===== src/rtl/md_pkg.sv =====
// Shared definitions for the multiply/divide stall unit: operation
// encodings, FSM states and the default datapath width.
package md_pkg;

    localparam int MD_WIDTH = 32;

    typedef enum logic [1:0] {
        MD_MULT  = 2'b00,
        MD_MULTU = 2'b01,
        MD_DIV   = 2'b10,
        MD_DIVU  = 2'b11
    } md_op_e;

    typedef enum logic [1:0] {
        IDLE = 2'b00,
        CALC = 2'b01,
        FIX  = 2'b10
    } md_state_e;

endpackage : md_pkg


===== src/rtl/md_stall_unit_if.sv =====
// Bundle between the EX stage and the multiply/divide unit. The unit is
// the slave side; the pipeline (or a bench) drives the master side.
interface md_stall_unit_if #(
    parameter int WIDTH = md_pkg::MD_WIDTH
);
    logic             start_i;
    logic [1:0]       op_i;
    logic [WIDTH-1:0] rs_i;
    logic [WIDTH-1:0] rt_i;
    logic             mf_req_i;
    logic             hi_we_i;
    logic             lo_we_i;
    logic [WIDTH-1:0] mt_data_i;
    logic [WIDTH-1:0] hi_o;
    logic [WIDTH-1:0] lo_o;
    logic             busy_o;
    logic             stall_o;

    modport slave (
        input  start_i, op_i, rs_i, rt_i, mf_req_i, hi_we_i, lo_we_i, mt_data_i,
        output hi_o, lo_o, busy_o, stall_o
    );

    modport master (
        output start_i, op_i, rs_i, rt_i, mf_req_i, hi_we_i, lo_we_i, mt_data_i,
        input  hi_o, lo_o, busy_o, stall_o
    );
endinterface : md_stall_unit_if


===== src/rtl/md_iter_core.sv =====
// One radix-2 iteration of the multiply/divide datapath. The accumulator
// holds {upper, lower} halves: for multiply the partial product and the
// remaining multiplier bits, for divide the partial remainder and the
// quotient being shifted in from the right.
module md_iter_core #(
    parameter int WIDTH = 32
) (
    input  logic [2*WIDTH-1:0] acc_i,
    input  logic [WIDTH-1:0]   operand_i,   // multiplicand or divisor
    input  logic               is_div_i,
    output logic [2*WIDTH-1:0] acc_o
);

    logic [WIDTH:0] sum_s;
    logic [WIDTH:0] shifted_s;
    logic [WIDTH:0] trial_s;

    // Shift-add multiply step or restoring divide step.
    always_comb begin
        sum_s     = {1'b0, acc_i[2*WIDTH-1:WIDTH]}
                  + (acc_i[0] ? {1'b0, operand_i} : {(WIDTH+1){1'b0}});
        shifted_s = acc_i[2*WIDTH-1:WIDTH-1];
        trial_s   = shifted_s - {1'b0, operand_i};
        if (is_div_i) begin
            // Non-negative trial difference means the divisor fits: keep it.
            if (trial_s[WIDTH] == 1'b0) begin
                acc_o = {trial_s[WIDTH-1:0], acc_i[WIDTH-2:0], 1'b1};
            end else begin
                acc_o = {shifted_s[WIDTH-1:0], acc_i[WIDTH-2:0], 1'b0};
            end
        end else begin
            // Carry of the add becomes the top product bit after the shift.
            acc_o = {sum_s, acc_i[WIDTH-1:1]};
        end
    end

endmodule : md_iter_core


===== src/rtl/md_stall_unit.sv =====
// Iterative MIPS MULT/MULTU/DIV/DIVU unit owning HI/LO. Operands are taken
// as magnitudes, iterated one bit per cycle, and the sign is restored in a
// final FIX cycle. stall_o freezes the pipeline while an instruction needs
// this unit or HI/LO during an operation.
module md_stall_unit
    import md_pkg::*;
#(
    parameter int WIDTH = MD_WIDTH,
    parameter int CNT_W = 6
) (
    input  logic            clk_i,
    input  logic            rst_i,
    md_stall_unit_if.slave  bus
);

    localparam logic [WIDTH-1:0]   ONE_W  = {{(WIDTH-1){1'b0}}, 1'b1};
    localparam logic [2*WIDTH-1:0] ONE_2W = {{(2*WIDTH-1){1'b0}}, 1'b1};
    localparam logic [CNT_W-1:0]   CNT_1  = {{(CNT_W-1){1'b0}}, 1'b1};
    localparam logic [CNT_W-1:0]   CNT_N  = CNT_W'(WIDTH);

    md_state_e          state_r, state_s;
    logic [2*WIDTH-1:0] acc_r, acc_s, core_acc_s;
    logic [WIDTH-1:0]   opnd_r, opnd_s;
    logic [CNT_W-1:0]   cnt_r, cnt_s;
    logic               div_r, div_s;
    logic               neg_q_r, neg_q_s;     // quotient / product negative
    logic               neg_r_r, neg_r_s;     // remainder negative
    logic               dz_r, dz_s;           // divide by zero
    logic [WIDTH-1:0]   hi_r, hi_s;
    logic [WIDTH-1:0]   lo_r, lo_s;
    logic               busy_r, busy_s;

    md_op_e             op_s;
    logic               sgn_s;
    logic [WIDTH-1:0]   abs_rs_s, abs_rt_s;
    logic [WIDTH-1:0]   quo_s, rem_s;
    logic [2*WIDTH-1:0] prod_s;

    md_iter_core #(.WIDTH(WIDTH)) u_core (
        .acc_i     (acc_r),
        .operand_i (opnd_r),
        .is_div_i  (div_r),
        .acc_o     (core_acc_s)
    );

    // Operand decode: magnitudes for the signed ops, raw values otherwise.
    always_comb begin
        op_s     = md_op_e'(bus.op_i);
        sgn_s    = (op_s == MD_MULT) || (op_s == MD_DIV);
        abs_rs_s = (sgn_s && bus.rs_i[WIDTH-1]) ? (~bus.rs_i + ONE_W) : bus.rs_i;
        abs_rt_s = (sgn_s && bus.rt_i[WIDTH-1]) ? (~bus.rt_i + ONE_W) : bus.rt_i;
    end

    // Result sign correction applied in FIX.
    always_comb begin
        quo_s  = neg_q_r ? (~acc_r[WIDTH-1:0] + ONE_W) : acc_r[WIDTH-1:0];
        rem_s  = neg_r_r ? (~acc_r[2*WIDTH-1:WIDTH] + ONE_W) : acc_r[2*WIDTH-1:WIDTH];
        prod_s = neg_q_r ? (~acc_r + ONE_2W) : acc_r;
    end

    // Next-state, datapath and HI/LO update logic.
    always_comb begin
        state_s = state_r;
        acc_s   = acc_r;
        opnd_s  = opnd_r;
        cnt_s   = cnt_r;
        div_s   = div_r;
        neg_q_s = neg_q_r;
        neg_r_s = neg_r_r;
        dz_s    = dz_r;
        hi_s    = hi_r;
        lo_s    = lo_r;
        case (state_r)
            IDLE: begin
                if (bus.start_i) begin
                    // Start wins over a simultaneous MTHI/MTLO.
                    div_s   = bus.op_i[1];
                    neg_q_s = sgn_s && (bus.rs_i[WIDTH-1] ^ bus.rt_i[WIDTH-1]);
                    neg_r_s = sgn_s && bus.rs_i[WIDTH-1];
                    cnt_s   = CNT_N;
                    if (bus.op_i[1] && (bus.rt_i == {WIDTH{1'b0}})) begin
                        // Keep the raw dividend for HI.
                        dz_s    = 1'b1;
                        acc_s   = {{WIDTH{1'b0}}, bus.rs_i};
                        opnd_s  = {WIDTH{1'b0}};
                        state_s = FIX;
                    end else if (bus.op_i[1]) begin
                        dz_s    = 1'b0;
                        acc_s   = {{WIDTH{1'b0}}, abs_rs_s};
                        opnd_s  = abs_rt_s;
                        state_s = CALC;
                    end else begin
                        dz_s    = 1'b0;
                        acc_s   = {{WIDTH{1'b0}}, abs_rt_s};
                        opnd_s  = abs_rs_s;
                        state_s = CALC;
                    end
                end else begin
                    if (bus.hi_we_i) begin
                        hi_s = bus.mt_data_i;
                    end else begin
                        hi_s = hi_r;
                    end
                    if (bus.lo_we_i) begin
                        lo_s = bus.mt_data_i;
                    end else begin
                        lo_s = lo_r;
                    end
                end
            end
            CALC: begin
                acc_s = core_acc_s;
                cnt_s = cnt_r - CNT_1;
                if (cnt_r == CNT_1) begin
                    state_s = FIX;
                end else begin
                    state_s = CALC;
                end
            end
            FIX: begin
                state_s = IDLE;
                if (dz_r) begin
                    lo_s = {WIDTH{1'b1}};
                    hi_s = acc_r[WIDTH-1:0];
                end else if (div_r) begin
                    lo_s = quo_s;
                    hi_s = rem_s;
                end else begin
                    {hi_s, lo_s} = prod_s;
                end
            end
            default: begin
                state_s = IDLE;
            end
        endcase
        busy_s = (state_s != IDLE);
    end

    // State and datapath registers; reset discards any operation in flight.
    always_ff @(posedge clk_i or posedge rst_i) begin
        if (rst_i) begin
            state_r <= IDLE;
            acc_r   <= {(2*WIDTH){1'b0}};
            opnd_r  <= {WIDTH{1'b0}};
            cnt_r   <= {CNT_W{1'b0}};
            div_r   <= 1'b0;
            neg_q_r <= 1'b0;
            neg_r_r <= 1'b0;
            dz_r    <= 1'b0;
            hi_r    <= {WIDTH{1'b0}};
            lo_r    <= {WIDTH{1'b0}};
            busy_r  <= 1'b0;
        end else begin
            state_r <= state_s;
            acc_r   <= acc_s;
            opnd_r  <= opnd_s;
            cnt_r   <= cnt_s;
            div_r   <= div_s;
            neg_q_r <= neg_q_s;
            neg_r_r <= neg_r_s;
            dz_r    <= dz_s;
            hi_r    <= hi_s;
            lo_r    <= lo_s;
            busy_r  <= busy_s;
        end
    end

    assign bus.hi_o    = hi_r;
    assign bus.lo_o    = lo_r;
    assign bus.busy_o  = busy_r;
    // Combinational so the requesting instruction is frozen in the same cycle.
    assign bus.stall_o = busy_r & (bus.start_i | bus.mf_req_i | bus.hi_we_i | bus.lo_we_i);

endmodule : md_stall_unit


===== src/flat_wrapper.sv =====
// flat-port wrapper written by rule: the top's interface ports become plain ports
module md_stall_unit_flat import md_pkg::*;
#(
    parameter int WIDTH = MD_WIDTH,
    parameter int CNT_W = 6
)
  (clk_i, rst_i, bus_start_i, bus_op_i, bus_rs_i, bus_rt_i, bus_mf_req_i, bus_hi_we_i, bus_lo_we_i, bus_mt_data_i, bus_hi_o, bus_lo_o, bus_busy_o, bus_stall_o);
  md_stall_unit_if #(.WIDTH(WIDTH)) bus_i ();
  input  logic clk_i;
  input  logic rst_i;
  input wire logic [$bits(bus_i.start_i)-1:0] bus_start_i;
  input wire logic [$bits(bus_i.op_i)-1:0] bus_op_i;
  input wire logic [$bits(bus_i.rs_i)-1:0] bus_rs_i;
  input wire logic [$bits(bus_i.rt_i)-1:0] bus_rt_i;
  input wire logic [$bits(bus_i.mf_req_i)-1:0] bus_mf_req_i;
  input wire logic [$bits(bus_i.hi_we_i)-1:0] bus_hi_we_i;
  input wire logic [$bits(bus_i.lo_we_i)-1:0] bus_lo_we_i;
  input wire logic [$bits(bus_i.mt_data_i)-1:0] bus_mt_data_i;
  output wire logic [$bits(bus_i.hi_o)-1:0] bus_hi_o;
  output wire logic [$bits(bus_i.lo_o)-1:0] bus_lo_o;
  output wire logic [$bits(bus_i.busy_o)-1:0] bus_busy_o;
  output wire logic [$bits(bus_i.stall_o)-1:0] bus_stall_o;
  assign bus_i.start_i = bus_start_i;
  assign bus_i.op_i = bus_op_i;
  assign bus_i.rs_i = bus_rs_i;
  assign bus_i.rt_i = bus_rt_i;
  assign bus_i.mf_req_i = bus_mf_req_i;
  assign bus_i.hi_we_i = bus_hi_we_i;
  assign bus_i.lo_we_i = bus_lo_we_i;
  assign bus_i.mt_data_i = bus_mt_data_i;
  assign bus_hi_o = bus_i.hi_o;
  assign bus_lo_o = bus_i.lo_o;
  assign bus_busy_o = bus_i.busy_o;
  assign bus_stall_o = bus_i.stall_o;
  md_stall_unit #(.WIDTH(WIDTH), .CNT_W(CNT_W)) u_core (.clk_i(clk_i), .rst_i(rst_i), .bus(bus_i));
endmodule

===== config.mk =====
export PLATFORM = sky130hd
export DESIGN_NAME = md_stall_unit_flat
export DESIGN_NICKNAME = d
export VERILOG_FILES = /design/src/rtl/md_pkg.sv /design/src/rtl/md_stall_unit_if.sv /design/src/rtl/md_iter_core.sv /design/src/rtl/md_stall_unit.sv /design/src/flat_wrapper.sv
export SDC_FILE = /design/constraint.sdc
export NUM_CORES = 1
export LEC_CHECK = 0
export CAP_MARGIN = 0
export CORE_AREA = 3 3 202 204
export DETAILED_ROUTE_END_ITERATION = 10
export DIE_AREA = 0 0 205 207
export HOLD_SLACK_MARGIN = 0.06
export SYNTH_ARGS = -nofsm -noshare
export SYNTH_HDL_FRONTEND = slang
export SYNTH_SLANG_ARGS = --single-unit

===== constraint.sdc =====
create_clock -name clk_i -period 6.55 [get_ports clk_i]
set_clock_uncertainty 0.1 [all_clocks]
set_input_delay 1.31 -clock clk_i [delete_from_list [all_inputs] [get_ports clk_i]]
set_output_delay 1.31 -clock clk_i [all_outputs]
set_load 0.05 [all_outputs]

Word-level counts from Yosys, hierarchy flattened:

Cells that the tools add are included.

* mux-type cells: 31
* bitwise logic cells: 10
* $add $sub $neg: 8
* reduce and logical (&&, ||, !) cells: 15
* equal/unequal tests: 8

Operators with widths (count)
* two-way mux 32 bit: 16
* two-way mux 64 bit: 5
* adder 32 x 1 -> 32 bit, second input constant: 4
* NOT 32 bit: 4
* one-hot mux 32 bit (2 select lines): 2
* one-hot mux 64 bit (2 select lines): 1
* adder 64 x 1 -> 64 bit, second input constant: 1
* NOT 64 bit: 1
* adder 32 x 33 -> 33 bit: 1
* subtractor 33 x 32 -> 33 bit: 1
* logical NOT 32 bit: 1
* one-hot mux 6 bit (2 select lines): 1
* != test 2 bit, second input constant: 4
* equality test 6 x 1 -> 1 bit, second input constant: 1
* two-way mux 2 bit: 3
* two-way mux 6 bit: 1
* AND reduction 3 bit: 2
* nonzero test 2 bit: 3
* subtractor 6 x 1 -> 6 bit, second input constant: 1
* equality test 2 bit, second input constant: 2
* logical AND 1 bit: 4
* logical NOT 2 bit: 2
* one-hot mux 2 bit (2 select lines): 1
* AND reduction 2 bit: 2
* other kinds (6): 8

* input port bits: 104
* bits in registers: 173

Depth between registers and ports, before layout:

* depth in word-level cells: 8
* depth in mapped cells: 15
* gate-level depth less buffers: 14

By module:

From an unflattened synthesis, not the netlist that was laid out.

* cell total of the unflattened synthesis: 2084
* area, all modules: 16563.4 um^2

Modules (own cells, without submodules)
* md_stall_unit: seq. area each 4329.2 um^2, cells each 1396, area each 11742.5 um^2, instances 1
* md_iter_core: seq. area each 0.0 um^2, cells each 688, area each 4820.9 um^2, instances 1

Worst setup path after synthesis:

Ideal clock, no wire load.

* path kind: input -> register
* start: input bus_rt_i[20]
* end: register u_core.acc_r[19]
* arrival: 3436 ps
* slack: 2882 ps
* path buffers: 1
* data required time: 6318 ps
* cell stages on the path: 11
* cell sequence: or4_4 > nor4_4 > nand2b_1 > or4_4 > nor4_4 > buf_4 > nor3_1 > a21oi_1 > a21oi_1 > o31ai_1 > o21ai_1

* cells in the longest elaborated chain, start to end: 5

RTL lines
* start, declared: RTL line flat_wrapper.sv:14 `input wire logic [$bits(bus_i.rt_i)-1:0] bus_rt_i;`
* logical NOT 32 bit: RTL line md_stall_unit.sv:81 `if (bus.op_i[1] && (bus.rt_i == {WIDTH{1'b0}})) begin`
* logical AND 1 bit: RTL line md_stall_unit.sv:81
* two-way mux 64 bit: RTL line md_stall_unit.sv:81
* two-way mux 64 bit: RTL line md_stall_unit.sv:75 `if (bus.start_i) begin`
* one-hot mux 64 bit (2 select lines): RTL line md_stall_unit.sv:73 `case (state_r)`
* end signal, assigned: RTL line md_stall_unit.sv:143 `acc_r <= {(2*WIDTH){1'b0}};`
* end signal, assigned: RTL line md_stall_unit.sv:155 `acc_r <= acc_s;`
* end, declared: RTL line md_stall_unit.sv:22 `logic [2*WIDTH-1:0] acc_r, acc_s, core_acc_s;`

No other way between the ends. The select of a mux whose other input is x is not followed.
A chain may end at the register's enable or synchronous reset.

Worst setup path after layout:

* start: register u_core.acc_r[0]
* end: register u_core.acc_r[62]

* cells in the longest elaborated chain, start to end: 4

RTL lines
* two-way mux 32 bit: RTL line md_iter_core.sv:21 `+ (acc_i[0] ? {1'b0, operand_i} : {(WIDTH+1){1'b0}});`
* adder 32 x 33 -> 33 bit: RTL line md_iter_core.sv:21
* two-way mux 64 bit: RTL line md_iter_core.sv:24 `if (is_div_i) begin`
* one-hot mux 64 bit (2 select lines): RTL line md_stall_unit.sv:73

No other way between the ends.

==> summary.md <==
| Metric | Value |
|---|---|
| Placed cells | `2599` |
| Clock buffer count from CTS | `17` |
| Startpoint types | `flip-flop` |
| GRT Total Usage | `26.8%` |
| Most frequent cells in the layout | `nand2_1 (213), nor2_1 (179), a21oi_1 (174)` |
| Worst path buffer plus inverter count | `1` |
| Area growth syn-to-layout | `16.9%` |
| Drt pass-1 iters | `5` |
| Fin crit share | `72.2%` |
| Total gr overflow | `0` |
| Synth area leader | `dfrtp_1` |
| Number of synthesized flops with an enable pin | `0` |
| RSZ-0062 raised after global routing | `no` |
| Num rows | `73` |
| Crit Path Max Fanout | `34` |
| Pleak | `7.63 nW` |
| Vias in the first global route | `15000` |
| CTS clk-pin slew, worst paths | `0.08 ns` |
| Drt wl/cell | `22.0 µm` |
| CP Data Required Time | `6.78 ns` |
| DR vias/cell | `6.00` |
| First-pass GRT wire length | `89600 µm` |
| Clock buffer depth | `2` |
| Switching Fraction | `54.0%` |
| Die Y | `207 µm` |
| Post-CTS setup buffers | `0` |
| # nets final | `2269` |
| Post-Syn Area | `15600 µm²` |
| I/O Pins | `170` |
| Via count | `15800` |
| Peak supply drop | `0.209 mV` |
| Ratio of cells with drive above 1 in the final layout | `4.99%` |
| Final setup fails | `0` |
| Critical path class | `flip-flop to flip-flop` |
| Reg power frac | `23.3%` |
| Cells after synthesis | `2023` |
| Inserted Diodes | `0` |
| CP top delay family | `compound AO/OA/AOI/OAI gates` |
| Status | `completed` |
| Register area share after synthesis | `27.8%` |
| Syn avg cell area | `7.70 µm²` |
| Routability cong. | `0.968` |
| CTS tree | `built` |
| Finished Layout Cells | `2631` |
| Critical path endpoint category | `flip-flop` |
| Slowest stage cell on the critical path | `clkinv_1` |
| Largest net degree at the start of global routing | `97` |
| Final HPWL DP | `44400 µm` |
| Worst-Margin Slew | `1.09 ns` |
| Psw | `5.67 mW` |
| TritonCTS Sinks | `173` |
| Pwr per Cell Area | `577 nW/µm²` |
| Pre-CTS setup slack | `1.70 ns` |
| Setup WS post-layout | `1.82 ns` |
| Die ar. | `42400 µm²` |
| Yosys cell types | `81` |
| Worst skew pair latency | `0.46 ns` |
| Clk pwr share | `10.4%` |
| FMAX | `0.211 GHz` |
| CP max stage delay | `0.89 ns` |
| # hold bufs at CTS | `0` |
| Pint | `4.83 mW` |
| Most common cell after layout, fill and taps aside | `nand2_1` |
| Initial Util | `39.5%` |
| Initial antenna violation count | `0` |
| Final ANT Viol Nets | `0` |
| Crit path cell chain | `clkinv_1 -> nor2_1 -> ha_1 -> and3_1 -> a221oi_1 -> o32ai_1 -> o31a_1 -> or3_1 -> a41o_1 -> a31oi_1 -> xnor2_1 -> a221o_1` |
| IO buf count | `169` |
| Number of warning messages in the yosys log | `0` |
| Setup TNS | `0 ns` |
| Synthesized net count | `2199` |
| DR DRC count | `0` |
| Gate power share | `66.3%` |
| Slew margin rel. | `27.1%` |
| Main synth FF type | `dfrtp_1` |
| Fin. Hold Viols | `0` |
| Chip Width | `205 µm` |
| Root Driver | `clkbuf_16` |
| Yosys reg bits | `173` |
| Critical Path AT | `4.97 ns` |
| FFs w/ async S/R, synth | `100%` |
| H-tree depth | `4` |
| Area contributors post-synth | `dfrtp_1 (28%), xnor2_1 (6.2%), ha_1 (5.6%), a21oi_1 (5.6%), nand2_1 (5.1%)` |
| Crit path time final | `4.73 ns` |
| Reg2Reg Setup Slack | `1.82 ns` |
| Slew Limit Fails | `0` |
| Min-delay worst type | `flip-flop to flip-flop` |
| Core Region | `39500 µm²` |
| Max_cap viols | `0` |
| Drt total wl | `57800 µm` |
| Synth top area share | `27.8%` |
| Initial DRC Count | `1557` |
| Resize count post-CTS | `0` |
## metal layers
metal / GRT usage (%) / vias to the layer above / wire length [µm]
met1: 39.0 / 7510 / 26800
met5: 0 / - / 0
li1: - / 7528 / -
met4: 8.37 / 0 / 1600
met3: 4.16 / 88 / 4010
met2: 40.8 / 670 / 25400
## synthesized netlist by cell type, drive strengths merged, types with 4 or more instances
cell and number:
o41ai 11, o22ai 41, o221ai 12, nor2b 22, clkbuf 124, a21oi 176
mux2i 36, o31a 5, ha 70, and4 5, xor2 59, dfrtp 173
nand4 7, nor3 31, buf 18, a21o 46, or4 14, mux2 8
nor4 26, a221oi 5, nand2b 19, a21boi 4, and2 5, o211a 4
nand2 213, a221o 9, xnor2 110, o21bai 8, inv 67, nand3 40
o211ai 16, a211oi 42, o21ai 217, or3 15, and3 13, or2 11
nor2 179, a31oi 22, a22o 15, o21a 6, a22oi 31, nand3b 7
o31ai 39
## flip-flops by register name, summed over array words and instances, names as in the netlist
| name | count |
|---|---|
| u_core.acc_r | 64 |
| u_core.bus.hi_o | 32 |
| u_core.bus.lo_o | 32 |
| u_core.opnd_r | 32 |
| u_core.cnt_r | 6 |
| u_core.state_r | 2 |
| u_core.bus.busy_o | 1 |
| u_core.div_r | 1 |
| u_core.dz_r | 1 |
| u_core.neg_q_r | 1 |
| u_core.neg_r_r | 1 |
## through the flow
stage | hold slack, ns | utilization [%] | power, mW | cell area, µm²
final | 0.381 | 46.2 | 10.5 | 18200
after global routing | 0.412 | 46.2 | 11.3 | 18200
after CTS | 0.386 | 46.2 | 10.4 | 18200
after detailed placement | 0.370 | 44.6 | 9.30 | 17600
after global placement | 0.362 | 44.6 | 9.22 | 17600
after floorplan | 0.350 | - | 7.16 | 15600
## path summary, 6_finish.rpt
check / depth (start not counted) / to / from
max: 12 / u_core.acc_r[62] / u_core.acc_r[0]
min: 2 / u_core.opnd_r[3] / u_core.opnd_r[3]
max reg2reg: 12 / u_core.acc_r[62] / u_core.acc_r[0]
min reg2reg: 2 / u_core.opnd_r[3] / u_core.opnd_r[3]
max in group asynchronous: 3 / u_core.opnd_r[25] / rst_i
min in group asynchronous: 2 / u_core.bus.lo_o[6] / rst_i
## worst register-to-register path: stages, from the launching register on
cell	delay [ns]
dfrtp_1	0.47
clkinv_1	0.89
nor2_1	0.35
ha_1	0.34
and3_1	0.25
a221oi_1	0.32
o32ai_1	0.20
o31a_1	0.39
or3_1	0.37
a41o_1	0.27
a31oi_1	0.25
xnor2_1	0.10
a221o_1	0.32
## cell families (layout without fill, tap and decap cells)
kind of cell               Yosys count  after routing  synth area share (%)
xor gates and xnor gates           169            169                  9.50
AOI/OAI and AO/OA                  736            736                  29.8
DFF                                173            173                  27.8
muxes                               44             44                  2.89
and+or+nand+nor                    617            617                  19.0
adders and majority gates           72             72                  5.88
buffers and inverters              212            295                  5.20
## cell type report
cell class	instances	area, µm²
fillers	3960	21200
multi-input cells	1638	10500
flip-flops and latches	173	4330
repair buffers	193	1880
well taps	525	657
clock buffers	18	429
inverters	70	268
clock inverters	14	176
## power groups by stage
stage	clock network [mW]	registers, mW	logic [mW]
3_5_place_dp	0	2.44	6.86
2_1_floorplan	0	2.65	4.51
4_1_cts	1.11	2.41	6.89
3_3_place_gp	0	2.42	6.79
6_report	1.09	2.45	6.96
5_1_grt	1.15	2.51	7.59
Power figures use the tool's default switching activity.
